### src/rtl/serial_word_packer.sv
// Byte-to-word packer: gathers BYTES_PER_WORD received bytes into one RAM word,
// emits it with an auto-incrementing (wrapping) address and drops stale partial words.
module serial_word_packer #(
    parameter int unsigned BYTES_PER_WORD = 3,
    parameter int unsigned DEPTH          = 1024,
    parameter int unsigned ADDR_WIDTH     = 10,
    parameter int unsigned MSB_FIRST      = 0,
    parameter int unsigned TIMEOUT_CYCLES = 0
) (
    input  logic                          clk,
    input  logic                          reset,
    input  logic                          rx_valid,
    input  logic [7:0]                    rx_data,
    input  logic                          clear,
    output logic                          word_valid,
    output logic [8*BYTES_PER_WORD-1:0]   word_data,
    output logic [ADDR_WIDTH-1:0]         word_addr,
    output logic                          frame_done,
    output logic                          timeout_err
);

    localparam int unsigned W  = 8 * BYTES_PER_WORD;
    localparam int unsigned PW = $clog2(W);
    localparam int unsigned CW = (BYTES_PER_WORD > 1) ? $clog2(BYTES_PER_WORD) : 1;
    localparam int unsigned TW = (TIMEOUT_CYCLES > 0) ? $clog2(TIMEOUT_CYCLES + 1) : 1;

    localparam logic [CW-1:0]         LAST_SLOT  = CW'(BYTES_PER_WORD - 1);
    localparam logic [ADDR_WIDTH-1:0] LAST_ADDR  = ADDR_WIDTH'(DEPTH - 1);
    localparam logic [TW-1:0]         TIMER_LAST = TW'((TIMEOUT_CYCLES > 0) ? TIMEOUT_CYCLES - 1 : 0);

    typedef enum logic [1:0] {IDLE, COLLECT, EMIT} state_t;

    state_t                 state;
    logic [CW-1:0]          count;
    logic [CW-1:0]          slot;
    logic [TW-1:0]          timer;
    logic [W-1:0]           asm_q;
    logic [W-1:0]           asm_next;
    logic [PW-1:0]          byte_pos;
    logic [ADDR_WIDTH-1:0]  addr_next;

    always_comb begin
        // A byte arriving outside COLLECT (IDLE or EMIT) always starts a fresh word.
        slot     = (state == COLLECT) ? count : '0;
        byte_pos = (MSB_FIRST != 0) ? PW'(W - 8 - 8 * 32'(slot)) : PW'(8 * 32'(slot));
        asm_next = (slot == '0) ? '0 : asm_q;
        asm_next[byte_pos +: 8] = rx_data;

        if (clear)
            addr_next = '0;
        else if (state == EMIT)
            addr_next = (word_addr == LAST_ADDR) ? '0 : word_addr + 1'b1;
        else
            addr_next = word_addr;
    end

    always_ff @(posedge clk or posedge reset) begin
        if (reset) begin
            state       <= IDLE;
            count       <= '0;
            timer       <= '0;
            asm_q       <= '0;
            word_valid  <= 1'b0;
            word_data   <= '0;
            word_addr   <= '0;
            frame_done  <= 1'b0;
            timeout_err <= 1'b0;
        end else begin
            word_valid  <= 1'b0;
            frame_done  <= 1'b0;
            timeout_err <= 1'b0;
            word_addr   <= addr_next;

            if (clear) begin
                state <= IDLE;
                count <= '0;
                timer <= '0;
                asm_q <= '0;
            end else if (rx_valid) begin
                timer <= '0;
                if (slot == LAST_SLOT) begin
                    // frame_done uses addr_next so a back-to-back EMIT sees the post-increment address.
                    word_data  <= asm_next;
                    word_valid <= 1'b1;
                    frame_done <= (addr_next == LAST_ADDR);
                    state      <= EMIT;
                    count      <= '0;
                    asm_q      <= '0;
                end else begin
                    asm_q <= asm_next;
                    count <= slot + 1'b1;
                    state <= COLLECT;
                end
            end else if (state == COLLECT) begin
                if (TIMEOUT_CYCLES != 0 && timer == TIMER_LAST) begin
                    timeout_err <= 1'b1;
                    state       <= IDLE;
                    count       <= '0;
                    timer       <= '0;
                    asm_q       <= '0;
                end else if (TIMEOUT_CYCLES != 0) begin
                    timer <= timer + 1'b1;
                end
            end else begin
                state <= IDLE;
                timer <= '0;
            end
        end
    end

endmodule
### config.mk
export PLATFORM = sky130hd
export DESIGN_NAME = serial_word_packer
export DESIGN_NICKNAME = d
export VERILOG_FILES = /design/src/rtl/serial_word_packer.sv
export SDC_FILE = /design/constraint.sdc
export NUM_CORES = 1
export LEC_CHECK = 0
export CAP_MARGIN = 5
export CORE_ASPECT_RATIO = 1.25
export CORE_MARGIN = 2
export CORE_UTILIZATION = 32
export CTS_CLUSTER_SIZE = 40
export DETAILED_ROUTE_END_ITERATION = 6
export MAX_ROUTING_LAYER = met4
export PLACE_DENSITY = 0.55
export SYNTH_ARGS = -nofsm -noshare
export SYNTH_HDL_FRONTEND = slang
export SYNTH_SLANG_ARGS = --single-unit
### constraint.sdc
create_clock -name clk -period 4 [get_ports clk]
set_input_delay 0.6 -clock clk [delete_from_list [all_inputs] [get_ports clk]]
set_output_delay 0.6 -clock clk [all_outputs]
set_load 0.1 [all_outputs]
==> summary.md, run 1 <==
| Metric | Value |
|---|---|
| Final min period | between 2000 and 3000 ps |
| Max-cap violations | 0 |
| Clock sink count | 64 |
| Hold buffers post-CTS | 0 |
| Setup bufs post-CTS | 0 |
| Status | completed |
| Post-synth EDFFs | 0 |
| Yosys warns | 0 |
| Final period utilization | 0.654 |
| Main synth FF type | dfrtp_1 |
| Chip height | 110 um |
| Adder-cell area share of the yosys netlist | 0.0261 |
| RSZ-0062 raised after global routing | false |
| Critical Path Fanout Max | 9 |
| Area of the core | 8700 um^2 |
| Root Buffer | clkbuf_8 |
| Post-synthesis mux area share | 0.0104 |
| Final WL | 6510 um |
| Post-Synth Simple-Gate Area | 0.172 |
| DR iter-0 viols | about 170 |
| Worst Path Arrival | 2010 ps |
| Grt ovf | 0 |
| Vias in the first global route | 2046 |
| Xor and xnor fraction of the mapped netlist area | 0.0182 |
| Synthesis-to-layout area growth | 26.2% |
| Final ANT Viol Nets | 0 |
| Req. time, crit path | 3400 ps |
| Wire per inst | around 15 um |
| Cell Area, Synth | 2880 um^2 |
| DRC viols | 0 |
| N_diodes | 0 |
| Register area | 1600 um^2 |
| Die footprint | 9780 um^2 |
| H-tree Lvls | 3 |
| Max Root-Sink Buffers | 2 |
| TritonCTS clock tree | done |
| F_max | 382 MHz |
| Post-synth top cells | dfrtp_1 (64), nand2_1 (34), a22oi_1 (25) |
| Peak supply drop | 148 uV |
| Main combinational cell family by area after synthesis | compound AO/OA/AOI/OAI gates |
| HPWL after DPL | 4610 um |
| Post-layout nets | about 330 |
| Floorplan row count | 38 |
| Final WS setup | 1390 ps |
| Count leader, synth | dfrtp_1 |
| Setup violators final | 0 |
| RePlAce Congestion | 0.835 |
| Async set-reset flop share out of synthesis | 1.00 |
| Syn nets | 283 |
| Cell chain of the critical path | clkdlybuf4s50_1 |
| Multi-input gate area | 1180 um^2 |
| Starting density of the core | 0.331 |
| Largest net degree at the start of global routing | 51 |
| Port buffer count | 47 |
| Post-synth top area share | 0.556 |
| Worst skew pair latency | around 330 ps |
| Clk slew on worst S/H paths | 70 ps |
| Register area share after synthesis | 0.556 |
| Crit path buffers/inverters | 1 |
| Final hold violations | 0 |
| Worst slack, placed | approximately 1500 ps |
| Worst path max stage delay | between 1000 and 1500 ps |
| # resized after CTS | 0 |
| Fillers | 867 |
| Slowest CP cell | clkdlybuf4s50_1 |
| Setup crit start kind | flip-flop |
| Detail-routed via count per cell | 4.93 |
| LEAKAGE | 0.00158 uW |
| Pwr Density | 371 nW/um^2 |
| Die Width | 88.9 um |
| DR pass1 iterations | 4 |
| Cell count after synthesis | about 270 |
| Initial antenna violation count | 0 |
| Synth area leaders | dfrtp_1 (56%), a22oi_1 (6.5%), a22o_1 (4.9%), nand2_1 (4.4%), o21ai_0 (3.5%) |
| Slew Limit Fails | 0 |
| Layout cells sized above 1 | 0.0860 |
| Normalized max-slew margin | 0.348 |
| Ports | slightly below 50 |
| Critical path class | flip-flop to output port |
| Compound-cell area share of the yosys netlist | 0.182 |
| Setup crit end kind | output port |
| Final setup TNS | 0 ps |
| Cell taking the most area after synthesis | dfrtp_1 |
| TritonCTS buffer count | 9 |
| Number of synthesized register bits | 64 |
| Gr usage total | 0.151 |
| Hold crit path type | flip-flop to flip-flop |
| First-pass GRT wire length | about 11000 um |
| Worst path top cell family by delay | buffers and inverters |
| Yosys cell types | 46 |
| DR vias | approximately 2100 |
| Worst-Margin Slew | 974 ps |
| Final Skew | 7.01 ps |
| Syn_area_per_cell | 10.9 um^2 |
[registers in the layout, summed over array words and instances, names as in the netlist]
signal / count
word_valid: 1
word_addr: 10
frame_done: 1
state: 2
asm_q: 24
word_data: 24
count: 2
[where the power goes]
part           switching (uW)  internal (uW)  leakage [uW]
Combinational            92.0           36.8      0.000591
Sequential               7.45            658      0.000887
Clock                     239            314     0.0000973
[layout make-up]
| type | count | area share |
|---|---|---|
| Clock buffer | 11 | 0.0416 |
| Clock inverter | 3 | 0.0117 |
| Inverter | 6 | 0.00688 |
| Multi-Input combinational cell | 181 | 0.325 |
| Sequential cell | 64 | 0.440 |
| Tap cell | 120 | 0.0413 |
| Timing Repair Buffer | 49 | 0.134 |
[cells in the final DEF (no fill, tap or decap), drive strengths merged, types with 5 or more instances in the layout]
cell type | synthesis | routed
a22oi | 25 | 25
clkbuf | 8 | 11
nor2 | 13 | 13
o21ai | 25 | 25
ha | 6 | 6
nand2 | 36 | 36
and2 | 8 | 8
inv | 6 | 6
a21oi | 7 | 7
xor2 | 5 | 5
clkdlybuf4s50 | 0 | 47
a22o | 16 | 16
dfrtp | 64 | 64
[final timing paths]
| check | from | to | slack [ps] | cells past startpoint |
|---|---|---|---|---|
| max | word_addr[3] | word_addr[3] | 1390 | 1 |
| min | word_data[8] | word_data[8] | 480 | 2 |
| max reg2reg | state[1] | asm_q[14] | 1620 | 7 |
| min reg2reg | word_data[8] | word_data[8] | 480 | 2 |
| max in group asynchronous | reset | state[1] | 2460 | 3 |
| min in group asynchronous | reset | word_data[11] | 610 | 2 |
[stage by stage]
stage | total power [uW] | area (um^2) | hold slack, ps | cells | utilization
floorplan | 766 | 2880 | 454 | 265 | -
global placement | 807 | 3440 | 467 | 420 | 0.396
detailed placement | 809 | 3440 | 472 | 420 | 0.396
CTS | 1370 | 3640 | 490 | 434 | 0.418
global route | 1400 | 3640 | 500 | 434 | 0.418
finish | 1350 | 3640 | 481 | 434 | 0.418
[per-layer routing]
| layer | vias to the layer above | GRT usage | part of all wire |
|---|---|---|---|
| met4 | 0 | 0.0866 | 0.023 |
| met3 | 10 | 0.0253 | 0.042 |
| met2 | 55 | 0.201 | 0.45 |
| met1 | 1028 | 0.215 | 0.49 |
| met5 | - | - | 0 |
| li1 | 1046 | - | - |
[worst min-delay path, stage by stage, from the launching register on]
cell     delay, ps
dfrtp_1        340
nand2_1         40
o21ai_0         60
[kinds of logic (layout without fill, tap and decap cells)]
group	count (synthesis)	after routing
adders and majority gates	6	6
AOI/OAI and AO/OA	77	77
muxes	3	3
DFF	64	64
xor gates and xnor gates	6	6
other	1	1
buffers and inverters	20	69
and+or+nand+nor	88	88
Power figures use the tool's default switching activity.
==> run 2: changes to the inputs <==
Clock period 4 ns to 2.54 ns, I/O delays scaled along.
==> run 2 against run 1 <==
Against the previous run: sequential cell count did not move; critical path depth rose by 6; final cell count rose by 2.1%; combinational power rose by 66%; first-iteration DRC count fell by 14%; wire length rose by 0.38%; sequential power rose by 58%; via count rose by 1.5%; clock skew fell by 1.2 ps; highest routed layer unchanged; core utilization fell by 0.62 points.
==> summary.md, run 2 (synthesis gave the netlist of run 1 again) <==
| Metric | Value |
|---|---|
| Setup violators final | 0 (unchanged) |
| HPWL after DPL | 4720 um (+2.5%) |
| Vias in the first global route | 2115 (+3.4%) |
| Critical Path Sink | asm_q[12] |
| Worst-Margin Slew | 556 ps (-419 ps) |
| Setup crit end kind | flip-flop |
| Max-cap violations | 0 (unchanged) |
| Initial antenna violation count | 0 (unchanged) |
| Final WS setup | 338 ps (-1050 ps) |
| DRC viols | 0 (unchanged) |
| Die Width | 88.9 um (unchanged) |
| Most frequent cells in the layout | dfrtp_1 (64), buf_4 (44), nand2_1 (34), a22oi_1 (25), o21ai_0 (20) |
| Chip height | 110 um (unchanged) |
| RSZ-0062 raised after global routing | false |
| Multi-input gate area | 1180 um^2 (unchanged) |
| Hold crit path type | primary input to async pin |
| Normalized max-slew margin | 0.628 (+0.280) |
| Largest net degree at the start of global routing | 51 (unchanged) |
| Post-layout nets | 336 (+2.1%) |
| Setup crit start kind | flip-flop |
| F_max | 454 MHz |
| TritonCTS clock tree | done |
| DR pass1 iterations | 4 (unchanged) |
| Reg-to-Reg End | asm_q[12] |
| Root Buffer | clkbuf_8 |
| Slew Limit Fails | 0 (unchanged) |
| # resized after CTS | 0 (unchanged) |
| Commonest non-fill, non-tap cell in the layout | dfrtp_1 |
| LEAKAGE | 0.00168 uW (+6.7%) |
| DR iter-0 viols | 143 (-14%) |
| Synthesis-to-layout area growth | 24.3% |
| Register area | 1600 um^2 (unchanged) |
| Crit Reg-Reg Startpoint | state[1] |
| Starting density of the core | 0.331 (unchanged) |
| Clock sink count | 64 (unchanged) |
| Gr usage total | 0.155 (+0.00345) |
| Wire per inst | 14.8 um (-1.7%) |
| Pwr Density | 563 nW/um^2 (+52%) |
| Status | completed |
| Final min period | 2200 ps |
| Final ANT Viol Nets | 0 (unchanged) |
| Port buffer count | 47 (unchanged) |
| Hold buffers post-CTS | 0 (unchanged) |
| Critical Path Fanout Max | 9 (unchanged) |
| Max Root-Sink Buffers | 2 (unchanged) |
| Critical path class | flip-flop to flip-flop |
| R2R depth | 7 (unchanged) |
| Reg2Reg Setup Slack | 340 ps (-1280 ps) |
| Peak supply drop | 276 uV (+86%) |
| Final WL | 6540 um (+0.38%) |
| Area of the core | 8700 um^2 (unchanged) |
| Final Skew | 5.79 ps (-1.22 ps) |
| Die footprint | 9780 um^2 (unchanged) |
| DR vias | 2172 (+1.5%) |
| Req. time, crit path | 2830 ps (-570 ps) |
| Worst skew pair latency | 350 ps (+20 ps) |
| H-tree Lvls | 3 (unchanged) |
| N_diodes | 0 (unchanged) |
| Grt ovf | 0 (unchanged) |
| Final setup TNS | 0 ps (unchanged) |
| TritonCTS buffer count | 9 (unchanged) |
| Final period utilization | 0.867 |
| First-pass GRT wire length | 10900 um (+2.2%) |
| Worst Path Arrival | 2490 ps (+480 ps) |
| Final Util | 0.412 (-0.00618) |
| Worst slack, placed | 339 ps (-1190 ps) |
| Setup bufs post-CTS | 0 (unchanged) |
| First element of the critical path | state[1] |
| Layout cells sized above 1 | 0.217 (+0.131) |
| RePlAce Congestion | 0.811 (-2.9%) |
| Clk slew on worst S/H paths | 70 ps (about the same) |
| Ports | 49 (unchanged) |
| Detail-routed via count per cell | 4.90 (-0.52%) |
| Fillers | 875 (+0.92%) |
| Top Registers | asm_q (24), word_data (24), word_addr (10) |
| Final hold violations | 0 (unchanged) |
| Floorplan row count | 38 (unchanged) |
| Power, Total | 2020 uW (+50%) |
## run 2: layout make-up
cell class	count	share of cell area
Timing Repair Buffer	56	0.129
Clock buffer	12	0.0405
Tap cell	120	0.0419
Inverter	6	0.00699
Clock inverter	4	0.00559
Multi-Input combinational cell	181	0.329
Sequential cell	64	0.447
## run 2: stage by stage
| stage | hold slack [ps] | instance area [um^2] | instances |
|---|---|---|---|
| global placement | 468 | 3420 | 427 |
| finish | 394 | 3580 | 443 |
| detailed placement | 472 | 3420 | 427 |
| global route | 441 | 3580 | 443 |
| CTS | 412 | 3580 | 443 |
| floorplan | 454 | 2880 | 265 |
## run 2: report_power, final
part / switching [uW] / internal, uW
Sequential: 11.1 / 1040
Clock: 380 / 374
Combinational: 147 / 66.3
Total: 538 / 1480
## run 2: worst min path at each step
| stage | endpoint | cells past startpoint |
|---|---|---|
| 5_1_grt | word_data[9] | 2 |
| 3_5_place_dp | asm_q[17] | 1 |
| 2_1_floorplan | asm_q[16] | 1 |
| 3_3_place_gp | word_data[14] | 2 |
| 4_1_cts | word_data[9] | 2 |
| 6_report | word_data[8] | 2 |
## run 2: worst max-delay path: stages (launching register included)
cell,delay [ps]
dfrtp_1,450
nor2b_4,180
nand2_1,130
ha_1,350
nor2b_1,170
and3_4,260
and4b_1,390
a22o_1,200
## run 2: per-layer routing
layer | wire length (um) | GRT usage | part of all wire
met4 | 143 | 0.0714 | 0.022
met3 | 308 | 0.0380 | 0.047
met5 | 0 | - | 0
met2 | 3040 | 0.221 | 0.46
met1 | 3050 | 0.206 | 0.47
